--- config.mk ---
export PLATFORM = sky130hd
export DESIGN_NAME = moore_output_stage
export DESIGN_NICKNAME = d
export VERILOG_FILES = /design/src/rtl/moore_output_stage.sv
export SDC_FILE = /design/constraint.sdc
export NUM_CORES = 1
export LEC_CHECK = 0
export CAP_MARGIN = 20
export CORE_ASPECT_RATIO = 2
export CORE_MARGIN = 5
export CORE_UTILIZATION = 33
export CTS_CLUSTER_DIAMETER = 40
export CTS_CLUSTER_SIZE = 12
export DETAILED_ROUTE_END_ITERATION = 12
export PLACE_DENSITY = 0.58
export SYNTH_ARGS = -nofsm -noshare
export SYNTH_HDL_FRONTEND = slang
export SYNTH_SLANG_ARGS = --single-unit
--- constraint.sdc ---
create_clock -name inputClk -period 2.6 [get_ports inputClk]
set_input_delay 0.52 -clock inputClk [delete_from_list [all_inputs] [get_ports inputClk]]
set_output_delay 0.52 -clock inputClk [all_outputs]
set_load 0.1 [all_outputs]
--- src/rtl/moore_output_stage.sv ---
// moore_output_stage: registered Moore output, entry pulse, saturating
// event counter and a single-entry valid/ready snapshot towards a host.
module moore_output_stage #(
  parameter int         CNT_W       = 8,
  parameter logic [1:0] DETECT_CODE = 2'b11
) (
  input  logic             inputClk,
  input  logic             inputR,
  input  logic             inputy1,
  input  logic             inputy2,
  input  logic             inputClr,
  input  logic             inputReady,
  output logic             outputZ,
  output logic             outputPulse,
  output logic [CNT_W-1:0] outputCount,
  output logic             outputSat,
  output logic             outputValid,
  output logic [CNT_W-1:0] outputData,
  output logic             outputDrop
);

  localparam logic [CNT_W-1:0] CNT_MAX = {CNT_W{1'b1}};
  localparam logic [CNT_W-1:0] CNT_ONE = CNT_W'(1);
  localparam logic [CNT_W-1:0] CNT_ZERO = {CNT_W{1'b0}};

  logic             det_s;
  logic             ev_s;
  logic             xfer_s;
  logic [CNT_W-1:0] cnt_inc_s;

  logic             z_d, z_q;
  logic             pulse_d, pulse_q;
  logic [CNT_W-1:0] count_d, count_q;
  logic             sat_d, sat_q;
  logic             valid_d, valid_q;
  logic [CNT_W-1:0] data_d, data_q;
  logic             drop_d, drop_q;

  // Decode the present state, detect entries and compute all next-state values.
  always_comb begin
    det_s  = ({inputy1, inputy2} == DETECT_CODE);
    ev_s   = det_s & ~z_q;
    xfer_s = valid_q & inputReady;

    // Counter holds at its maximum instead of wrapping.
    if (count_q == CNT_MAX) begin
      cnt_inc_s = CNT_MAX;
    end else begin
      cnt_inc_s = count_q + CNT_ONE;
    end

    z_d     = det_s;
    pulse_d = ev_s;
    count_d = count_q;
    sat_d   = sat_q;
    valid_d = valid_q;
    data_d  = data_q;
    drop_d  = drop_q;

    if (inputClr) begin
      // Clear wins over a coincident entry; the snapshot value itself is kept.
      count_d = CNT_ZERO;
      sat_d   = 1'b0;
      valid_d = 1'b0;
      drop_d  = 1'b0;
    end else if (ev_s) begin
      count_d = cnt_inc_s;
      data_d  = cnt_inc_s;
      valid_d = 1'b1;
      if (cnt_inc_s == CNT_MAX) begin
        sat_d = 1'b1;
      end else begin
        sat_d = sat_q;
      end
      // A pending snapshot not being accepted this edge is lost.
      if (valid_q & ~inputReady) begin
        drop_d = 1'b1;
      end else begin
        drop_d = drop_q;
      end
    end else if (xfer_s) begin
      valid_d = 1'b0;
    end else begin
      valid_d = valid_q;
    end
  end

  // State registers with synchronous reset taking priority over everything.
  always_ff @(posedge inputClk) begin
    if (inputR) begin
      z_q     <= 1'b0;
      pulse_q <= 1'b0;
      count_q <= CNT_ZERO;
      sat_q   <= 1'b0;
      valid_q <= 1'b0;
      data_q  <= CNT_ZERO;
      drop_q  <= 1'b0;
    end else begin
      z_q     <= z_d;
      pulse_q <= pulse_d;
      count_q <= count_d;
      sat_q   <= sat_d;
      valid_q <= valid_d;
      data_q  <= data_d;
      drop_q  <= drop_d;
    end
  end

  assign outputZ     = z_q;
  assign outputPulse = pulse_q;
  assign outputCount = count_q;
  assign outputSat   = sat_q;
  assign outputValid = valid_q;
  assign outputData  = data_q;
  assign outputDrop  = drop_q;

endmodule

==> summary by stage, run 1 <==
Worst setup path
For the worst setup path, the data arrival time is 2.18 ns. STA classifies the critical path startpoint as a register. Counting cells, the worst reg-to-reg path comes to 5. The capture instance of the worst register-to-register path is outputSat$_SDFFE_PP0P_.

The worst setup path is captured at a register. The critical register-to-register path startpoint is outputCount[0]$_SDFFE_PP0P_. The startpoint of the most critical setup path is outputCount[0]$_SDFFE_PP0P_.

The required time at the endpoint of the critical path is 2.76 ns. The largest fanout on the critical path is 9. The worst reg-to-reg setup slack is 0.58 ns.

The type of the setup path with the least slack is reg2reg.

Yosys
The synthesized netlist devotes 20.47% of its cell area to compound gates. Synthesis produced a netlist whose cell count is 121. The area of the mapped netlist is 1015 sq um.

The average footprint of a synthesized cell is 8.386 sq um. In the synthesized netlist the async set-or-reset flop fraction comes to 0%. The adder and majority cell fraction of the synthesized area is 1.233%.

After synthesis, flip-flops and latches occupy 41.43% of the total area. After Yosys synthesis, and, or, nand and nor cells account for 26.51% of the synthesized area. The number of synthesized flops with an enable pin is 0. The fraction of synthesized cell area in xor and xnor cells is 1.726%.

The predominant post-synthesis flop cell is sky130_fd_sc_hd__dfxtp_1. The number of nets in the synthesized netlist is 128. The portion of synthesized area spent on multiplexers is 3.946%.

The number of distinct library cells after synthesis is 39. The number of synthesis warnings is 0. By area, the combinational part of the netlist is dominated by simple AND/OR/NAND/NOR gates. The post-synthesis sequential element count is 21.

Routing
The remaining design rule violation count is 0. The number of vias after detailed routing is 952. The sum of routed wire length over all layers is 2583 microns.

The detailed router finished its first iteration with 10 violations. The count of nets left with antenna violations once routing finished came out at 0. The average wire per cell in the routed design is 14.68 microns.

In the routed layout, each cell is associated on average with a via count of 5.409. The first detailed-routing pass ran for 4 iterations.

Global routing
The global-route wire length before repair is 4464 microns. The initial antenna violation count is 0. Global routing finished with a remaining overflow of 0. Entering global routing, the biggest net connects 14 pins. The overall track demand over capacity in global routing is 12.91%. The via count of the first global-routing pass came to 983.

Power
For this design the static power due to leakage is 0.4730 nW. Across the VDD grid, the largest voltage drop is 0.2538 mV. The total power density per cell area is 492.0 nW/um^2.

STA
At the pin with the least slew margin, the transition time is 0.3489 ns. Timing would allow up to 494.5 MHz. The count of pins over their slew limit is 0. Of the available clock period, the critical path in the final layout requires 77.78%. The maximum clock skew at final layout is 0.002655 ns. The accumulated negative setup slack is 0 ns. Setup repair after global routing left no endpoint under its margin. The final setup violation count is 0. The final hold violation count is 0. The worst-case hold slack is 0.4522 ns. The time the final worst path needs with I/O delays and setup is 2.022 ns. In this run the tightest slew margin relative to its limit is 76.45%.

Cells and area
Fill cells in the final layout number 299. The ratio of cells with drive above 1 in the final layout is 22.60%. After routing the design area is 1291 sq um. From synthesis to final layout, the design area changed by 27.25%. The number of nets in the finished design is 154. The antenna diode count is 0.

Placement
The area of placed instances is 1246 sq um. The detailed placer's ending HPWL is 2004 microns. The number of input and output port buffers inserted is 26. The weighted congestion at the end of routability-driven global placement is 0.8199.

Floorplan
The number of ports placed on the die boundary is 27. The total number of placement rows is 28. Measured along the x axis, the die boundary spans 49.21 microns. For this configuration, the core starts out at a cell density of 34.08%.

The core region is 2978 sq um. The die extent in y is 88.42 microns. The die footprint is 4351 sq um.

Clock tree
The quantity of gates resized following cts is 0. In this run, CTS created clock tree buffers numbering 3. Clock-pin slew was measured on the worst setup and hold paths at 0.07 ns. The clock sink count is 21. TritonCTS built the clock tree.

In this run the post-CTS setup repair buffer count came out at 0. Hold repair after CTS inserted 0 buffers. The worst-skew pair later-pin latency is 0.26 ns. No sink is reached through more buffers than the 2 on the longest clock path.

In this run the number of H-tree levels came out at 1. The buffer type at the clock tree root is sky130_fd_sc_hd__clkbuf_8.

Flow run
The number of violations of the max-capacitance limit is 0.

Worst hold path
The path class of the tightest hold or removal check is reg2reg. The beginning of the worst hold path is outputData[5]$_SDFFE_PP0P_. The path with the worst hold slack has its endpoint at outputData[5]$_SDFFE_PP0P_. The number of cells on the worst hold path is 2.

Run status
The flow ran to the end, and the final reports show no timing, DRC or antenna violations.
## final cells by class
class / instances / area, sq um / share of cell area, %
multi-input cells: 89 / 546.8 / 42.34
flip-flops and latches: 21 / 420.4 / 32.56
repair buffers: 29 / 230.2 / 17.83
clock buffers: 4 / 45.04 / 3.488
well taps: 30 / 37.54 / 2.907
inverters: 3 / 11.26 / 0.8721
## Yosys cell counts, drive strengths merged (3+ instances only)
| master | instances | area [sq um] |
|---|---|---|
| a211oi | 5 | 37.54 |
| a21oi | 9 | 52.55 |
| buf | 3 | 15.01 |
| clkbuf | 5 | 21.27 |
| dfxtp | 21 | 420.4 |
| inv | 3 | 11.26 |
| mux2i | 4 | 40.04 |
| nand2 | 12 | 45.04 |
| nand2b | 3 | 18.77 |
| nand3 | 3 | 15.01 |
| nor2 | 18 | 70.07 |
| nor3 | 6 | 30.03 |
## logic make-up after synthesis
| kind of cell | after synthesis |
|---|---|
| flip-flops | 21 |
| adder cells (fa/ha/maj) | 1 |
| AND/OR/NAND/NOR | 53 |
| multiplexers | 4 |
| AO/OA/AOI/OAI | 29 |
| buffers and inverters | 11 |
| XOR/XNOR | 2 |
## power breakdown
group          leakage, nW  internal (W)  switching [W]
clock network       0.0228      0.000109       0.000104
logic                0.280     0.0000240      0.0000667
registers            0.170      0.000327     0.00000415
## state kept, by name (all words and copies together), names as in the netlist
register / cells
outputCount: 8
outputDrop: 1
outputSat: 1
outputValid: 1
outputPulse: 1
outputZ: 1
outputData: 8
## cell usage in the layout, fill, tap and decap left out, types with 2 or more instances in the layout
cell type                          n
sky130_fd_sc_hd__or3_1             2
sky130_fd_sc_hd__nand2b_1          3
sky130_fd_sc_hd__dfxtp_1          21
sky130_fd_sc_hd__clkbuf_8          3
sky130_fd_sc_hd__mux2i_1           4
sky130_fd_sc_hd__nand2_1          12
sky130_fd_sc_hd__o21ai_0           2
sky130_fd_sc_hd__o21bai_1          2
sky130_fd_sc_hd__nor2_1           17
sky130_fd_sc_hd__a21oi_2           2
sky130_fd_sc_hd__a211oi_1          5
sky130_fd_sc_hd__nor3_1            6
sky130_fd_sc_hd__nand3_1           3
sky130_fd_sc_hd__a21oi_1           7
sky130_fd_sc_hd__a31oi_1           2
sky130_fd_sc_hd__inv_1             3
sky130_fd_sc_hd__o311ai_0          2
sky130_fd_sc_hd__clkdlybuf4s50_1   5
sky130_fd_sc_hd__buf_4            24
## through the flow
stage | util, % | worst slack [ns] | power (W) | cells
floorplan | - | 0.1453 | 0.0004036 | 121
global placement | 41.85 | 0.4744 | 0.0004296 | 172
detailed placement | 41.85 | 0.4092 | 0.0004305 | 172
CTS | 43.36 | 0.5911 | 0.0006463 | 176
global route | 43.36 | 0.4471 | 0.0006651 | 176
finish | 43.36 | 0.5777 | 0.0006352 | 176
## critical path: stages, from the launching register on
cell and delay (ns):
sky130_fd_sc_hd__dfxtp_1 0.51, sky130_fd_sc_hd__ha_1 0.41, sky130_fd_sc_hd__nand4_2 0.21, sky130_fd_sc_hd__nor2_1 0.33
sky130_fd_sc_hd__a31oi_1 0.11, sky130_fd_sc_hd__o41ai_1 0.35
## per-layer routing
metal	track usage, %	wire (microns)
met5	0	0
met4	6.373	49
met3	2.024	109
met2	23.27	1388
met1	14.37	1035
## worst max-delay path by stage
| stage | endpoint | slack [ns] | depth (start not counted) |
|---|---|---|---|
| CTS | outputSat$_SDFFE_PP0P_ | 0.59 | 5 |
| global route | outputSat$_SDFFE_PP0P_ | 0.45 | 5 |
| detailed placement | outputData[3]$_SDFFE_PP0P_ | 0.41 | 5 |
| finish | outputSat$_SDFFE_PP0P_ | 0.58 | 5 |
| floorplan | outputData[3]$_SDFFE_PP0P_ | 0.15 | 6 |
| global placement | outputData[3]$_SDFFE_PP0P_ | 0.47 | 5 |
(Power assumes the default switching activity.)
==> inputs of run 2 (changes only) <==
--- a/config.mk
+++ b/config.mk
@@ -12,7 +12,7 @@
 export CTS_CLUSTER_DIAMETER = 40
 export CTS_CLUSTER_SIZE = 12
 export DETAILED_ROUTE_END_ITERATION = 12
-export PLACE_DENSITY = 0.58
+export PLACE_DENSITY = 0.6
 export SYNTH_ARGS = -nofsm -noshare
 export SYNTH_HDL_FRONTEND = slang
 export SYNTH_SLANG_ARGS = --single-unit
==> constraint.sdc (replaced) <==
create_clock -name inputClk -period 1.65 [get_ports inputClk]
set_input_delay 0.33 -clock inputClk [delete_from_list [all_inputs] [get_ports inputClk]]
set_output_delay 0.33 -clock inputClk [all_outputs]
set_load 0.1 [all_outputs]
==> run 2 against run 1 <==
Against the previous run: register-to-register slack got worse by 0.48 ns; critical endpoint is now outputCount[3]$_SDFFE_PP0P_; sequential power rose by 58%; non-clock buffer count rose by 8; count of clock-buffer cells in the layout did not move; combinational power rose by 96%; largest power group unchanged; first-iteration DRC count rose by 70%; total power rose by 63%; sequential cell count did not move; clock power rose by 56%; sequential share of layout area fell by 5.9 points; final cell count rose by 4.5%; utilization rose by 13 points.
==> summary by stage, run 2 (synthesized netlist as in run 1, its figures left out) <==
Global routing
The initial antenna violation count came to 0. Global routing used 13.04% of the available tracks across all layers. The global route total overflow is 0. The first global-routing pass estimated 4512 microns of wire. Entering global routing, the biggest net connects 12 pins. The via count of the first global-routing pass is 1005.

Worst setup path
Data on the critical path is required at its endpoint by 1.84 ns. Walking the worst path, the cells encountered are clkdlybuf4s50_1 -> nand3b_1 -> buf_4 -> or3_4 -> a21oi_2. The largest stage delay on the critical path is 0.49 ns. The worst reg-to-reg setup slack is 0.1 ns.

Data arrives at the worst endpoint at 1.75 ns. STA classifies the critical path startpoint as a primary input. STA classifies the critical path endpoint as a register. Among all stages on the critical path, the largest delay is contributed by sky130_fd_sc_hd__clkdlybuf4s50_1.

The critical path is of the in2reg type. In this run the worst path has a maximum fanout of 6.

STA
The minimum setup slack in the final design is 0.09749 ns. The final hold violation count was 0. Headroom to the max-slew limit came out at 78.52%. The maximum clock skew at final layout is 0.001228 ns. For the pin with the worst max-slew slack, the measured transition is 0.3182 ns. The final setup violation count is 0. After layout, the worst path uses 94.09% of the clock period. Setup repair after global routing left no endpoint under its margin. The count of pins over their slew limit is 0. The time the final worst path needs with I/O delays and setup is 1.553 ns. On the final layout, the worst hold slack is 0.4973 ns.

The maximum operating frequency is 644.1 MHz.

Placement
Counting tap cells, the placed design contains a total of 179 instances. The area of placed instances is 1607 sq um. After legalization and detailed placement, the total HPWL measured 2107 microns. Prior to clock tree synthesis, the placed netlist has a worst setup slack of -0.1664 ns. At the end of routability-driven placement, the weighted congestion stood at 0.9308. Port buffering added 26 buffers.

Cells and area
The final cell count without fillers is 184. Summing all non-filler instances in the final layout gives an area of 1664 sq um. In the layout the commonest cells are 21 x sky130_fd_sc_hd__buf_12, 17 x sky130_fd_sc_hd__nor2_1, 12 x sky130_fd_sc_hd__nand2_1, 12 x sky130_fd_sc_hd__dfxtp_1, 11 x sky130_fd_sc_hd__buf_4. After the last flow step, the layout net total stands at 162. The repair_antennas step left the layout with diodes totalling 0. The fill cell instance count of the final layout is 263. The ratio of cells with drive above 1 in the final layout is 33.77%.

Relative to the synthesized area, the layout overhead comes to 64.00%. The library cell used most frequently in the layout, excluding fill and tap cells, is sky130_fd_sc_hd__buf_12.

Routing
The mean number of vias per cell is 5.505. Wires add up to 2633 microns. Once detail routing completed, the nets flagged for antenna violations numbered 0.

The routed layout has 1013 vias. The average wire per cell in the routed design is 14.31 microns. The remaining design rule violation count is 0. The first detailed-routing pass ran for 4 iterations. For this block, the initial DRC count from the detailed router was 17.

Flow run
Across the run, the number of max-cap violations was 0.

Power
The cell leakage power is 0.5830 nW. The total internal power is 0.0007521 W. Combinational cells account for 17.2% of the total power. The peak supply drop is 0.3924 mV. Of the total power, the clock network draws 32.3%.

The total power density per cell area is 620.6 nW/um^2. Of the total power, the share spent switching nets is 27.18%. The portion of total power attributed to sequential cells is 50.5%. The power dissipated by switching net loads is 0.0002807 W.

Run status
The flow ran to the end, and the final reports show no timing, DRC or antenna violations.

Clock tree
The clock sink count is 21. The H-tree depth reported by CTS is 1. The TritonCTS clock tree is yes. No sink is reached through more buffers than the 2 on the longest clock path. Clock tree synthesis inserted a total of 3 buffers. The worst-skew pair later-pin latency is 0.26 ns. Clock-pin slew was measured on the worst setup and hold paths at 0.07 ns.

The tree is rooted in a sky130_fd_sc_hd__clkbuf_8. The hold-fix buffer count after cts is 0.

Worst hold path
The path class of the tightest hold or removal check is reg2reg.

Floorplan
The die covers 4351 sq um. The total number of placement rows is 28. The number of ports placed on the die boundary is 27. The effective utilization at floorplan is 34.08%. The x dimension of the die is 49.21 microns. The die extent in y is 88.42 microns. The core area is 2978 sq um.
==> run 2: final timing paths <==
path,from,cells after the start,to
setup / recovery,inputy2,5,outputCount[3]$_SDFFE_PP0P_
hold / removal,outputData[5]$_SDFFE_PP0P_,2,outputData[5]$_SDFFE_PP0P_
setup reg to reg,outputCount[0]$_SDFFE_PP0P_,5,outputCount[3]$_SDFFE_PP0P_
hold reg to reg,outputData[5]$_SDFFE_PP0P_,2,outputData[5]$_SDFFE_PP0P_
==> run 2: timing repair <==
action | in CTS | in global routing
setup endpoints to repair | 0 | 2
setup buffers | 0 | 1
resized for setup | 0 | 1
==> run 2: cell type report <==
| cell class | count | area, sq um | area share [%] |
|---|---|---|---|
| multi-input cells | 89 | 573.1 | 34.44 |
| repair buffers | 37 | 553.0 | 33.23 |
| flip-flops and latches | 21 | 444.2 | 26.69 |
| clock buffers | 4 | 45.04 | 2.707 |
| well taps | 30 | 37.54 | 2.256 |
| inverters | 3 | 11.26 | 0.6767 |
==> run 2: worst max-delay path, delay by kind of cell <==
family          cells  cell delay [ns]
simple gates        2             0.60
compound gates      1             0.11
buf+inv             2             0.70
==> run 2: through the flow <==
step / util [%] / total power, W / TNS, ns
6_report: 55.88 / 0.001033 / 0
2_1_floorplan: - / 0.0006309 / -0.2433
3_3_place_gp: 53.95 / 0.0007081 / -0.5119
3_5_place_dp: 53.95 / 0.0007102 / -1.055
5_1_grt: 55.88 / 0.001068 / 0
4_1_cts: 55.46 / 0.001044 / 0
==> run 2: routing by layer <==
layer / up-vias / global-route usage, % / wire, microns
met5: - / 0 / 0
met2: 29 / 25.15 / 1440
met1: 474 / 12.67 / 1007
li1: 503 / - / -
met4: 0 / 6.618 / 67
met3: 7 / 2.530 / 119
==> run 2: power groups by stage <==
stage	clock, W	combinational (W)	sequential [W]
final	0.000333	0.000178	0.000522
after global placement	0	0.000175	0.000533
after CTS	0.000345	0.000177	0.000522
after detailed placement	0	0.000177	0.000534
after floorplan	0	0.0000381	0.000593
after global routing	0.000358	0.000187	0.000523
